## config.mk

```make
export PLATFORM = sky130hd
export DESIGN_NAME = dp_tap_ctrl
export DESIGN_NICKNAME = d
export VERILOG_FILES = /design/src/rtl/dp_jtag_pkg.sv /design/src/rtl/dp_sync.sv /design/src/rtl/dp_tap_ctrl.sv
export SDC_FILE = /design/constraint.sdc
export NUM_CORES = 1
export LEC_CHECK = 0
export CORE_ASPECT_RATIO = 0.5
export CORE_MARGIN = 8
export CORE_UTILIZATION = 62
export CTS_BUF_LIST = sky130_fd_sc_hd__clkbuf_4 sky130_fd_sc_hd__clkbuf_8 sky130_fd_sc_hd__clkbuf_16
export DETAILED_ROUTE_END_ITERATION = 6
export GPL_TIMING_DRIVEN = 0
export PLACE_DENSITY = 0.89
export SLEW_MARGIN = 0
export SYNTH_ARGS = -nofsm -noshare
export SYNTH_HDL_FRONTEND = slang
export SYNTH_SLANG_ARGS = --single-unit
```

## constraint.sdc

```tcl
create_clock -name iclk -period 5.05 [get_ports iclk]
set_clock_uncertainty 0.15 [all_clocks]
set_input_delay 1.01 -clock iclk [delete_from_list [all_inputs] [get_ports iclk]]
set_output_delay 1.01 -clock iclk [all_outputs]
set_load 0.03 [all_outputs]
```

## src/rtl/dp_jtag_pkg.sv

```systemverilog
// Shared definitions for the JTAG TAP controller: state encoding,
// instruction codes and the default instruction register width.
package dp_jtag_pkg;

    localparam int IR_W_DEF = 4;

    // The 16 TAP controller states, numbered in their conventional listing order.
    typedef enum logic [3:0] {
        TEST_LOGIC_RESET = 4'd0,
        RUN_TEST_IDLE    = 4'd1,
        SELECT_DR_SCAN   = 4'd2,
        CAPTURE_DR       = 4'd3,
        SHIFT_DR         = 4'd4,
        EXIT1_DR         = 4'd5,
        PAUSE_DR         = 4'd6,
        EXIT2_DR         = 4'd7,
        UPDATE_DR        = 4'd8,
        SELECT_IR_SCAN   = 4'd9,
        CAPTURE_IR       = 4'd10,
        SHIFT_IR         = 4'd11,
        EXIT1_IR         = 4'd12,
        PAUSE_IR         = 4'd13,
        EXIT2_IR         = 4'd14,
        UPDATE_IR        = 4'd15
    } tap_state_e;

    // Instruction codes; any code not listed here decodes as BYPASS.
    localparam logic [3:0] INSTR_EXTEST = 4'b0000;
    localparam logic [3:0] INSTR_SAMPLE = 4'b0001;
    localparam logic [3:0] INSTR_IDCODE = 4'b0010;
    localparam logic [3:0] INSTR_BYPASS = 4'b1111;

endpackage

```

## src/rtl/dp_sync.sv

```systemverilog
// Two-flop synchronizer for one asynchronous bit into the iclk domain.
module dp_sync (
    input  logic clk,
    input  logic rst,
    input  logic d,
    output logic q
);

    logic meta;

    // Two back-to-back flops; both clear on reset.
    always_ff @(posedge clk) begin
        if (rst) begin
            meta <= 1'b0;
            q    <= 1'b0;
        end else begin
            meta <= d;
            q    <= meta;
        end
    end

endmodule

```

## src/rtl/dp_tap_ctrl.sv

```systemverilog
// JTAG TAP controller running in the iclk domain. tck/tms/tdi are
// oversampled; all TAP activity happens on the detected tck edges.
// Handshake note: clk_dr and update_dr are single-iclk strobes, valid in
// the cycle they are high; there is no back-pressure on either.
module dp_tap_ctrl
    import dp_jtag_pkg::*;
#(
    parameter int          IR_W   = IR_W_DEF,
    parameter logic [31:0] IDCODE = 32'h1000_0001
) (
    input  logic       iclk,
    input  logic       ireset,
    input  logic       tck,
    input  logic       tms,
    input  logic       tdi,
    output logic       tdo,
    output logic       bsr_sdi,
    input  logic       bsr_sdo,
    output logic       mode,
    output logic       shift_dr,
    output logic       clk_dr,
    output logic       update_dr,
    output logic [3:0] tap_state
);

    localparam logic [IR_W-1:0] IR_EXTEST = IR_W'(INSTR_EXTEST);
    localparam logic [IR_W-1:0] IR_SAMPLE = IR_W'(INSTR_SAMPLE);
    localparam logic [IR_W-1:0] IR_IDCODE = IR_W'(INSTR_IDCODE);

    logic tck_s, tms_s, tdi_s, tck_d;
    logic tck_rise, tck_fall;

    tap_state_e state_q, state_d;

    logic [IR_W-1:0] ir_sr, ir_q;
    logic [31:0]     id_sr;
    logic            byp_sr;
    logic            sel_bsr, sel_id;

    dp_sync u_sync_tck (.clk(iclk), .rst(ireset), .d(tck), .q(tck_s));
    dp_sync u_sync_tms (.clk(iclk), .rst(ireset), .d(tms), .q(tms_s));
    dp_sync u_sync_tdi (.clk(iclk), .rst(ireset), .d(tdi), .q(tdi_s));

    // Delayed synchronized tck for edge detection.
    always_ff @(posedge iclk) begin
        if (ireset) tck_d <= 1'b0;
        else        tck_d <= tck_s;
    end

    assign tck_rise = tck_s & ~tck_d;
    assign tck_fall = ~tck_s & tck_d;

    // TAP state register; reset wins over a coincident tck_rise.
    always_ff @(posedge iclk) begin
        if (ireset) state_q <= TEST_LOGIC_RESET;
        else        state_q <= state_d;
    end

    // Standard TAP transition, taken only on tck_rise.
    always_comb begin
        state_d = state_q;
        if (tck_rise) begin
            case (state_q)
                TEST_LOGIC_RESET: state_d = tms_s ? TEST_LOGIC_RESET : RUN_TEST_IDLE;
                RUN_TEST_IDLE:    state_d = tms_s ? SELECT_DR_SCAN   : RUN_TEST_IDLE;
                SELECT_DR_SCAN:   state_d = tms_s ? SELECT_IR_SCAN   : CAPTURE_DR;
                CAPTURE_DR:       state_d = tms_s ? EXIT1_DR         : SHIFT_DR;
                SHIFT_DR:         state_d = tms_s ? EXIT1_DR         : SHIFT_DR;
                EXIT1_DR:         state_d = tms_s ? UPDATE_DR        : PAUSE_DR;
                PAUSE_DR:         state_d = tms_s ? EXIT2_DR         : PAUSE_DR;
                EXIT2_DR:         state_d = tms_s ? UPDATE_DR        : SHIFT_DR;
                UPDATE_DR:        state_d = tms_s ? SELECT_DR_SCAN   : RUN_TEST_IDLE;
                SELECT_IR_SCAN:   state_d = tms_s ? TEST_LOGIC_RESET : CAPTURE_IR;
                CAPTURE_IR:       state_d = tms_s ? EXIT1_IR         : SHIFT_IR;
                SHIFT_IR:         state_d = tms_s ? EXIT1_IR         : SHIFT_IR;
                EXIT1_IR:         state_d = tms_s ? UPDATE_IR        : PAUSE_IR;
                PAUSE_IR:         state_d = tms_s ? EXIT2_IR         : PAUSE_IR;
                EXIT2_IR:         state_d = tms_s ? UPDATE_IR        : SHIFT_IR;
                UPDATE_IR:        state_d = tms_s ? SELECT_DR_SCAN   : RUN_TEST_IDLE;
                default:          state_d = TEST_LOGIC_RESET;
            endcase
        end
    end

    // Instruction shift register and active instruction.
    always_ff @(posedge iclk) begin
        if (ireset) begin
            ir_sr <= '0;
            ir_q  <= IR_IDCODE;
        end else begin
            if (tck_rise) begin
                if (state_q == CAPTURE_IR)    ir_sr <= IR_W'(1);
                else if (state_q == SHIFT_IR) ir_sr <= {tdi_s, ir_sr[IR_W-1:1]};
            end
            if (state_q == TEST_LOGIC_RESET)             ir_q <= IR_IDCODE;
            else if (tck_fall && state_q == UPDATE_IR)   ir_q <= ir_sr;
        end
    end

    assign sel_bsr = (ir_q == IR_EXTEST) || (ir_q == IR_SAMPLE);
    assign sel_id  = (ir_q == IR_IDCODE);

    // ID and bypass data registers: capture then shift LSB-first on tck_rise.
    always_ff @(posedge iclk) begin
        if (ireset) begin
            id_sr  <= '0;
            byp_sr <= 1'b0;
        end else if (tck_rise) begin
            if (sel_id) begin
                if (state_q == CAPTURE_DR)    id_sr <= IDCODE;
                else if (state_q == SHIFT_DR) id_sr <= {tdi_s, id_sr[31:1]};
            end else if (!sel_bsr) begin
                if (state_q == CAPTURE_DR)    byp_sr <= 1'b0;
                else if (state_q == SHIFT_DR) byp_sr <= tdi_s;
            end
        end
    end

    // tdo changes only on tck_fall so the host samples a stable bit on tck rise.
    always_ff @(posedge iclk) begin
        if (ireset) begin
            tdo <= 1'b0;
        end else if (tck_fall) begin
            case (state_q)
                SHIFT_IR: tdo <= ir_sr[0];
                SHIFT_DR: tdo <= sel_bsr ? bsr_sdo : (sel_id ? id_sr[0] : byp_sr);
                default:  tdo <= 1'b0;
            endcase
        end
    end

    assign mode      = (ir_q == IR_EXTEST);
    assign shift_dr  = (state_q == SHIFT_DR);
    assign clk_dr    = !ireset && tck_rise && sel_bsr &&
                       ((state_q == CAPTURE_DR) || (state_q == SHIFT_DR));
    assign update_dr = !ireset && tck_fall && sel_bsr && (state_q == UPDATE_DR);
    assign bsr_sdi   = tdi_s;
    assign tap_state = state_q;

endmodule

```

# After elaboration in Yosys (flattened, before gate mapping)
# Cells that the tools add are included.
dict set report word_totals {
  elab_cells 79
  in_bits 6
  out_inout_bits 10
  reg_bits 53
}
dict set report classes {
  muxes 22
  eq_ne 17
  bitwise_logic 6
  n_reduce_logical 21
}
# op count
set ops {}
lappend ops {{two-way mux 32 bit} 2}
lappend ops {{one-hot mux 4 bit (12 select lines)} 1}
lappend ops {{== test 4 bit, second input constant} 8}
lappend ops {{two-way mux 4 bit} 6}
lappend ops {{== test 4 x 3 -> 1 bit, second input constant} 4}
lappend ops {{== test 4 x 2 -> 1 bit, second input constant} 3}
lappend ops {{== test 4 x 1 -> 1 bit, second input constant} 2}
lappend ops {{logical NOT 4 bit} 2}
lappend ops {{logical AND 1 bit} 7}
lappend ops {{two-way mux 1 bit} 7}
lappend ops {{two-way mux 2 bit} 3}
lappend ops {{two-way mux 3 bit} 2}
lappend ops {{OR reduction 2 bit} 3}
lappend ops {{NOT 1 bit} 4}
lappend ops {{AND reduction 4 bit} 1}
lappend ops {{nonzero test 2 bit} 2}
lappend ops {{AND reduction 3 bit} 1}
lappend ops {{OR reduction 3 bit} 1}
lappend ops {{AND 1 bit} 2}
lappend ops {{logical OR 1 bit} 2}
lappend ops {{one-hot mux 1 bit (2 select lines)} 1}
lappend ops {{AND reduction 2 bit} 1}
lappend ops {{logical NOT 1 bit} 1}

# Depth between registers and ports, before layout
# Gate-level depths: netlist of run 1.
dict set report depth {
  depth_word 5
  ltp_mapped 6
  depth_no_buf 4
}

# Modules after synthesis
# A second synthesis of run 1 with hierarchy kept.
dict set report hier_totals {
  hier_cells 276
  hier_area_um2 2282.2
}
# module seq_area_each_um2 n_inst cells_per_inst area_each_um2
set by_module_without_submodules {}
lappend by_module_without_submodules {dp_tap_ctrl 940.9 1 264 2124.5}
lappend by_module_without_submodules {dp_sync 40.0 3 4 52.6}

# Worst setup path after synthesis of run 1
# No wires, ideal clock.
dict set report synth_timing {
  path_type {input port to output port}
  from {input ireset}
  to {output clk_dr}
  path_slack_ps 1031
  arrival_ps 2859
  path_stages 4
  path_buffers 1
  path_cell_list {clkbuf_1 > nor2_1 > nand2_1 > a2111oi_0}
}
dict set report synth_between {
  elab_chain_cells 4
}
# item line_no
set synth_rtl {}
lappend synth_rtl {{from (decl)} dp_tap_ctrl.sv:12} ;# input logic ireset,
lappend synth_rtl {{logical NOT 1 bit} dp_tap_ctrl.sv:134} ;# assign clk_dr = !ireset && tck_rise && sel_bsr &&
lappend synth_rtl {{logical AND 1 bit (3 in series)} dp_tap_ctrl.sv:134}
lappend synth_rtl {{to (decl)} dp_tap_ctrl.sv:21} ;# output logic clk_dr,
# No other way between the ends.

# Worst setup path after layout of run 1
# Ends and elaborated chain as after synthesis.

==> impl_metrics.yaml, run 1 <==
placement:
  place_area_um2: 2470
  dp_hpwl_um: 3400
  gp_congestion: 0.889
  dp_cells: 342
  post-place-ws_ns: 1.28
  io_buffers: 14
synthesis:
  synth_cell_types: 39
  yosysSeqAreaShare: 0.468
  synthesis.area_um2: 2270
  ys.flop_type: "dfxtp_1"
  synth_area_leaders: "dfxtp_1 47%, a21oi_1 9.5%, nand2_1 7.6%, nand3_1 7.5%, nor2b_1 3.3%"
  syn-num-nets: 283
  ys_ff_latch: 53
  synth.top_cell.area_share: 0.468
  syn_avg_cell_area_um2: 8.19
  yosysWarnings: 0
  netlist_instances: 277
  synth_top_cell_by_area: "dfxtp_1"
  synthArstFlopShare: 0
  synth-edff-count: 0
clock_tree:
  h-tree-depth: 2
  holdBufCountCts: 0
  post_cts_resized: 0
  clk_pin_slew_ns: 0.09
  post_cts_buffers: 0
  cts_buffers: 5
  clockBufferDepth: 2
  clk_latency_ns: 0.30
  clock-sinks: 53
  cts_tree: "done"
  cts-root-buf: "clkbuf_8"
layout:
  final_common_cell: "dfxtp_1"
  final_cell_mix: "53 x dfxtp_1, 46 x nand2_1, 43 x a21oi_1"
  fin_cells: 350
  fillers: 264
  drive_gt1_frac: 0.0702
  n_antenna_cell: 0
  fin_area_um2: 2570
  area_growth_pct: 13.2
  nets: 304
worst_hold_path:
  min_path_type: "reg2reg"
  hold-path-cell-count: 1
drt:
  drcViolationCount: 0
  viasPerCell: 5.86
  first_iter_violations: 160
  num_vias: 2052
  wl_met1_um: 2260
  wirelength_um: 4920
  wl_met3_um: 311
  topRoutingLayerUsed: "met4"
  firstDrtPassIters: 4
  met2_wirelength_um: 2260
  antenna_left: 0
  wl_per_cell_um: 14.1
sta:
  period_needed_ns: 3.78
  setup_viol: 0
  whs_ns: 0.302
  timing.final.crit_share: 0.748
  max-slew-margin-rel: 0.645
  worst-slew-pin-transition_ns: 0.520
  rsz0062_at_grt: "false"
  fin_ws_ns: 1.27
  timing.fmax_mhz: 265
  final-hold-violation-count: 0
  drv_slew: 0
  setup_tns_ns: 0
job:
  drv_cap: 0
outcome:
  status: "complete, no violations"
floorplan:
  dieArea_um2: 5970
  die_height_um: 58.8
  start_util: 0.653
  die_x_um: 102
  rows: 15
  io_pins: 16
  core_area_um2: 3470
worst_setup_path:
  worstSetupStartpointType: "primary input"
  end_kind: "output port"
  setup.worst_path.class: "in2out"
  crit_required_ns: 3.89
  worstPathMaxFanout: 6
  r2r_cells: 6
  worst_ep_arrival_time_ns: 2.62
power:
  leakage_nw: 0.810
  vdd_drop_max_mv: 0.149
  power.density_nw_per_um2: 271
grt:
  antenna_found_initial: 0
  grt_max_degree: 17
  grt_pass1_vias: 1823
  grt_pass1_wl_um: 8140
  grt_overflow_total: 0
  grt_usage: 0.170
==> cells in the mapped netlist, types with 2 or more instances <==
library cell   n
a21o_1         3
a2111oi_0      3
a21oi_1       43
inv_1          2
buf_2          5
clkbuf_1      14
a211oi_1       4
dfxtp_1       53
nor2_1        11
nor2b_1       12
nand3_1       34
mux2i_1        2
nand2_1       46
a311oi_1       2
o21ai_0        8
nor3_1         5
nor4_1         2
and3_1         4
nand3b_1       2
buf_6          3
==> critical path: stages <==
cell and delay (ns):
clkbuf_1 0.15, nor2_1 0.11, nand2_1 0.10, a2111oi_0 0.47
clkdlybuf4s50_1 0.77
==> metal layers <==
metal / GRT usage / vias to the layer above
met1: 0.206 / 958
li1: - / 1017
met3: 0.0447 / 10
met4: 0.0922 / 0
met2: 0.271 / 67
met5: 0 / -
==> final cells by class <==
| type | count | area, µm² | share of cell area |
|---|---|---|---|
| buffer | 24 | 123 | 0.0477 |
| tap | 51 | 63.8 | 0.0248 |
| multi-input combinational | 198 | 1080 | 0.419 |
| clock buffer | 6 | 82.6 | 0.0321 |
| clock inverter | 2 | 13.8 | 0.00536 |
| inverter | 2 | 7.51 | 0.00292 |
| sequential | 53 | 1060 | 0.413 |
| timing repair buffer | 14 | 140 | 0.0546 |
==> cells by family after synthesis <==
logic type / synth area share
AO/OA/AOI/OAI: 0.188
XOR/XNOR: 0.00386
buffers and inverters: 0.0574
flip-flops: 0.468
multiplexers: 0.00883
AND/OR/NAND/NOR: 0.275
==> through the flow <==
step | power, mW | utilization
after floorplan | 0.452 | -
after global placement | 0.462 | 0.712
after detailed placement | 0.463 | 0.712
after CTS | 0.704 | 0.740
after global routing | 0.721 | 0.740
final | 0.697 | 0.740
==> power by group <==
group / switching, mW / internal (mW) / total [mW]
registers: 0.00245 / 0.421 / 0.423
logic: 0.0194 / 0.0114 / 0.0308
clock network: 0.131 / 0.111 / 0.243
total: 0.153 / 0.544 / 0.697
==> final timing paths <==
check                        from           end  slack [ns]
setup reg to reg     tap_state[2]     id_sr[27]        2.89
hold reg to reg   u_sync_tms.meta  u_sync_tms.q        0.30
hold / removal    u_sync_tms.meta  u_sync_tms.q        0.30
setup / recovery           ireset        clk_dr        1.27
==> registers in the layout, indices dropped and copies added (netlist names) <==
signal           flops
byp_sr               1
id_sr               32
ir_q                 4
ir_sr                4
tap_state            4
tck_d                1
tdo                  1
u_sync_tck.meta      1
u_sync_tck.q         1
u_sync_tdi.meta      1
u_sync_tdi.q         1
u_sync_tms.meta      1
u_sync_tms.q         1
(Power assumes the default switching activity.)
==> run 2: changes to the inputs <==
--- a/config.mk
+++ b/config.mk
@@ -7,11 +7,11 @@
 export LEC_CHECK = 0
 export CORE_ASPECT_RATIO = 0.5
 export CORE_MARGIN = 8
-export CORE_UTILIZATION = 62
+export CORE_UTILIZATION = 57
 export CTS_BUF_LIST = sky130_fd_sc_hd__clkbuf_4 sky130_fd_sc_hd__clkbuf_8 sky130_fd_sc_hd__clkbuf_16
 export DETAILED_ROUTE_END_ITERATION = 6
 export GPL_TIMING_DRIVEN = 0
-export PLACE_DENSITY = 0.89
+export PLACE_DENSITY = 0.84
 export SLEW_MARGIN = 0
 export SYNTH_ARGS = -nofsm -noshare
 export SYNTH_HDL_FRONTEND = slang
==> constraint.sdc (replaced) <==
create_clock -name iclk -period 3.9 [get_ports iclk]
set_clock_uncertainty 0.15 [all_clocks]
set_input_delay 0.78 -clock iclk [delete_from_list [all_inputs] [get_ports iclk]]
set_output_delay 0.78 -clock iclk [all_outputs]
set_load 0.03 [all_outputs]
==> impl_metrics.yaml, run 2 (same netlist as run 1, synthesis figures left out) <==
worst_setup_path:
  worstSetupStartpointType: "flop"
  path_cells: "buf_4, or3b_4, a2111oi_0, clkdlybuf4s50_1"
  r2r_cells: 6
  worstPathMaxFanout: 10
  cp_slowest_stage_delay_ns: 0.76
  worst_ep_arrival_time_ns: 2.46
  crit_required_ns: 2.97
  critPathTopFamily: "buffers and inverters"
  r2r_start: "tap_state[2]"
  r2r-end: "id_sr[6]"
  cp_slowest_cell: "clkdlybuf4s50_1"
  setup.worst_path.class: "reg2out"
  worst-path-stages: 4
  end_kind: "output port"
  r2r_slack_ns: 1.69
  path_buf_inv: 2
floorplan:
  core_area_um2: 3860
  die_height_um: 60.6
  dieArea_um2: 6380
  start_util: 0.587
  die_x_um: 105
  io_pins: 16
  rows: 16
clock_tree:
  clk_latency_ns: 0.31
  cts-root-buf: "clkbuf_8"
  post_cts_resized: 0
  clockBufferDepth: 2
  holdBufCountCts: 0
  post_cts_buffers: 0
  cts_buffers: 5
  h-tree-depth: 2
  clock-sinks: 53
  cts_tree: "done"
  clk_pin_slew_ns: 0.10
sta:
  rsz0062_at_grt: "false"
  worst-slew-pin-transition_ns: 0.638
  max-slew-margin-rel: 0.563
  setup_tns_ns: 0
  period_needed_ns: 3.39
  final-hold-violation-count: 0
  timing.final.crit_share: 0.870
  timing.fmax_mhz: 295
  setup_viol: 0
  drv_slew: 0
  whs_ns: 0.300
drt:
  viasPerCell: 5.81
  drcViolationCount: 0
  num_vias: 2051
  wl_per_cell_um: 13.5
  firstDrtPassIters: 4
  wirelength_um: 4750
  first_iter_violations: 116
  antenna_left: 0
layout:
  fin_util: 0.665
  n_antenna_cell: 0
  final_common_cell: "dfxtp_1"
  nets: 304
  seqCellArea_um2: 1060
  largest_register_ffs: 32
  multi_input_area_um2: 1080
  fillers: 321
  drive_gt1_frac: 0.0702
  area_growth_pct: 13.3
  final_cell_mix: "53 x dfxtp_1, 46 x nand2_1, 43 x a21oi_1"
  top_register: "id_sr"
  fin_cells: 353
power:
  power.internal_uw: 690
  comb_power_share: 0.044
  p_switching_uw: 215
  pwr-share-seq: 0.606
  leakage_nw: 0.803
  p_clk_frac: 0.350
  power.density_nw_per_um2: 352
  vdd_drop_max_mv: 0.130
  total_power_uw: 904
  swShare: 0.237
placement:
  dp_hpwl_um: 3360
  dp_cells: 345
  gp_congestion: 0.886
  io_buffers: 14
grt:
  grt_max_degree: 19
  grt_pass1_wl_um: 8110
  grt_overflow_total: 0
  grt_usage: 0.156
  antenna_found_initial: 0
  grt_pass1_vias: 1850
worst_hold_path:
  hold_path_end: "u_sync_tdi.q"
  min_from: "u_sync_tdi.meta"
  min_path_type: "reg2reg"
  hold-path-cell-count: 1
job:
  drv_cap: 0
outcome:
  status: "complete, no violations"
## run 2: changes by cell type in the layout (fill, tap and decap cells not counted), sizes merged
| cell | previous run | this run |
|---|---|---|
| clkinvlp | 0 | 1 |
| clkbuf | 20 | 19 |
| inv | 2 | 3 |
| clkinv | 2 | 1 |
## run 2: how the worst max path moves through the flow
stage	start	endpoint
finish	tap_state[2]	clk_dr
global route	tap_state[2]	clk_dr
CTS	tap_state[2]	clk_dr
detailed placement	ireset	clk_dr
global placement	ireset	clk_dr
floorplan	tap_state[2]	clk_dr
## run 2: layout make-up
| type | instances | area share |
|---|---|---|
| Inverter | 2 | 0.00292 |
| Timing Repair Buffer | 14 | 0.0545 |
| Clock buffer | 5 | 0.0268 |
| Sequential cell | 53 | 0.413 |
| Tap cell | 54 | 0.0263 |
| Buffer | 24 | 0.0477 |
| Multi-Input combinational cell | 198 | 0.419 |
| Clock inverter | 3 | 0.00974 |
## run 2: routing by layer
| layer | wire (µm) | track usage |
|---|---|---|
| met2 | 2230 | 0.270 |
| met5 | 0 | 0 |
| met4 | 62 | 0.0582 |
| met1 | 2170 | 0.187 |
| met3 | 288 | 0.0381 |
## run 2: power by group through the flow
stage                     logic (mW)  registers [mW]  clock network, mW
after floorplan               0.0225           0.563                  0
after global placement        0.0381           0.560                  0
after detailed placement      0.0389           0.561                  0
after CTS                     0.0393           0.548              0.320
after global routing          0.0431           0.549              0.343
final                         0.0397           0.548              0.316
## run 2: stage by stage
step                      instance area (µm²)  setup slack, ns
after floorplan                          2270            0.263
after global placement                   2480            0.664
after detailed placement                 2480            0.606
after CTS                                2570            0.479
after global routing                     2570            0.436
final                                    2570            0.508
## run 2: worst register-to-register path, cell delays in order (launching register included)
cell and delay [ns]:
dfxtp_1 0.34, buf_4 0.16, or3b_4 0.42, a2111oi_4 0.59, buf_6 0.21, nand3_1 0.09, a21oi_1 0.17
==> run 3: changes to the inputs <==
--- a/config.mk
+++ b/config.mk
@@ -11,6 +11,7 @@
 export CTS_BUF_LIST = sky130_fd_sc_hd__clkbuf_4 sky130_fd_sc_hd__clkbuf_8 sky130_fd_sc_hd__clkbuf_16
 export DETAILED_ROUTE_END_ITERATION = 6
 export GPL_TIMING_DRIVEN = 0
+export HOLD_SLACK_MARGIN = 0.06
 export PLACE_DENSITY = 0.84
 export SLEW_MARGIN = 0
 export SYNTH_ARGS = -nofsm -noshare
==> results of run 3 <==
Same layout as run 2: the final DEF is identical, and so are final timing and power.
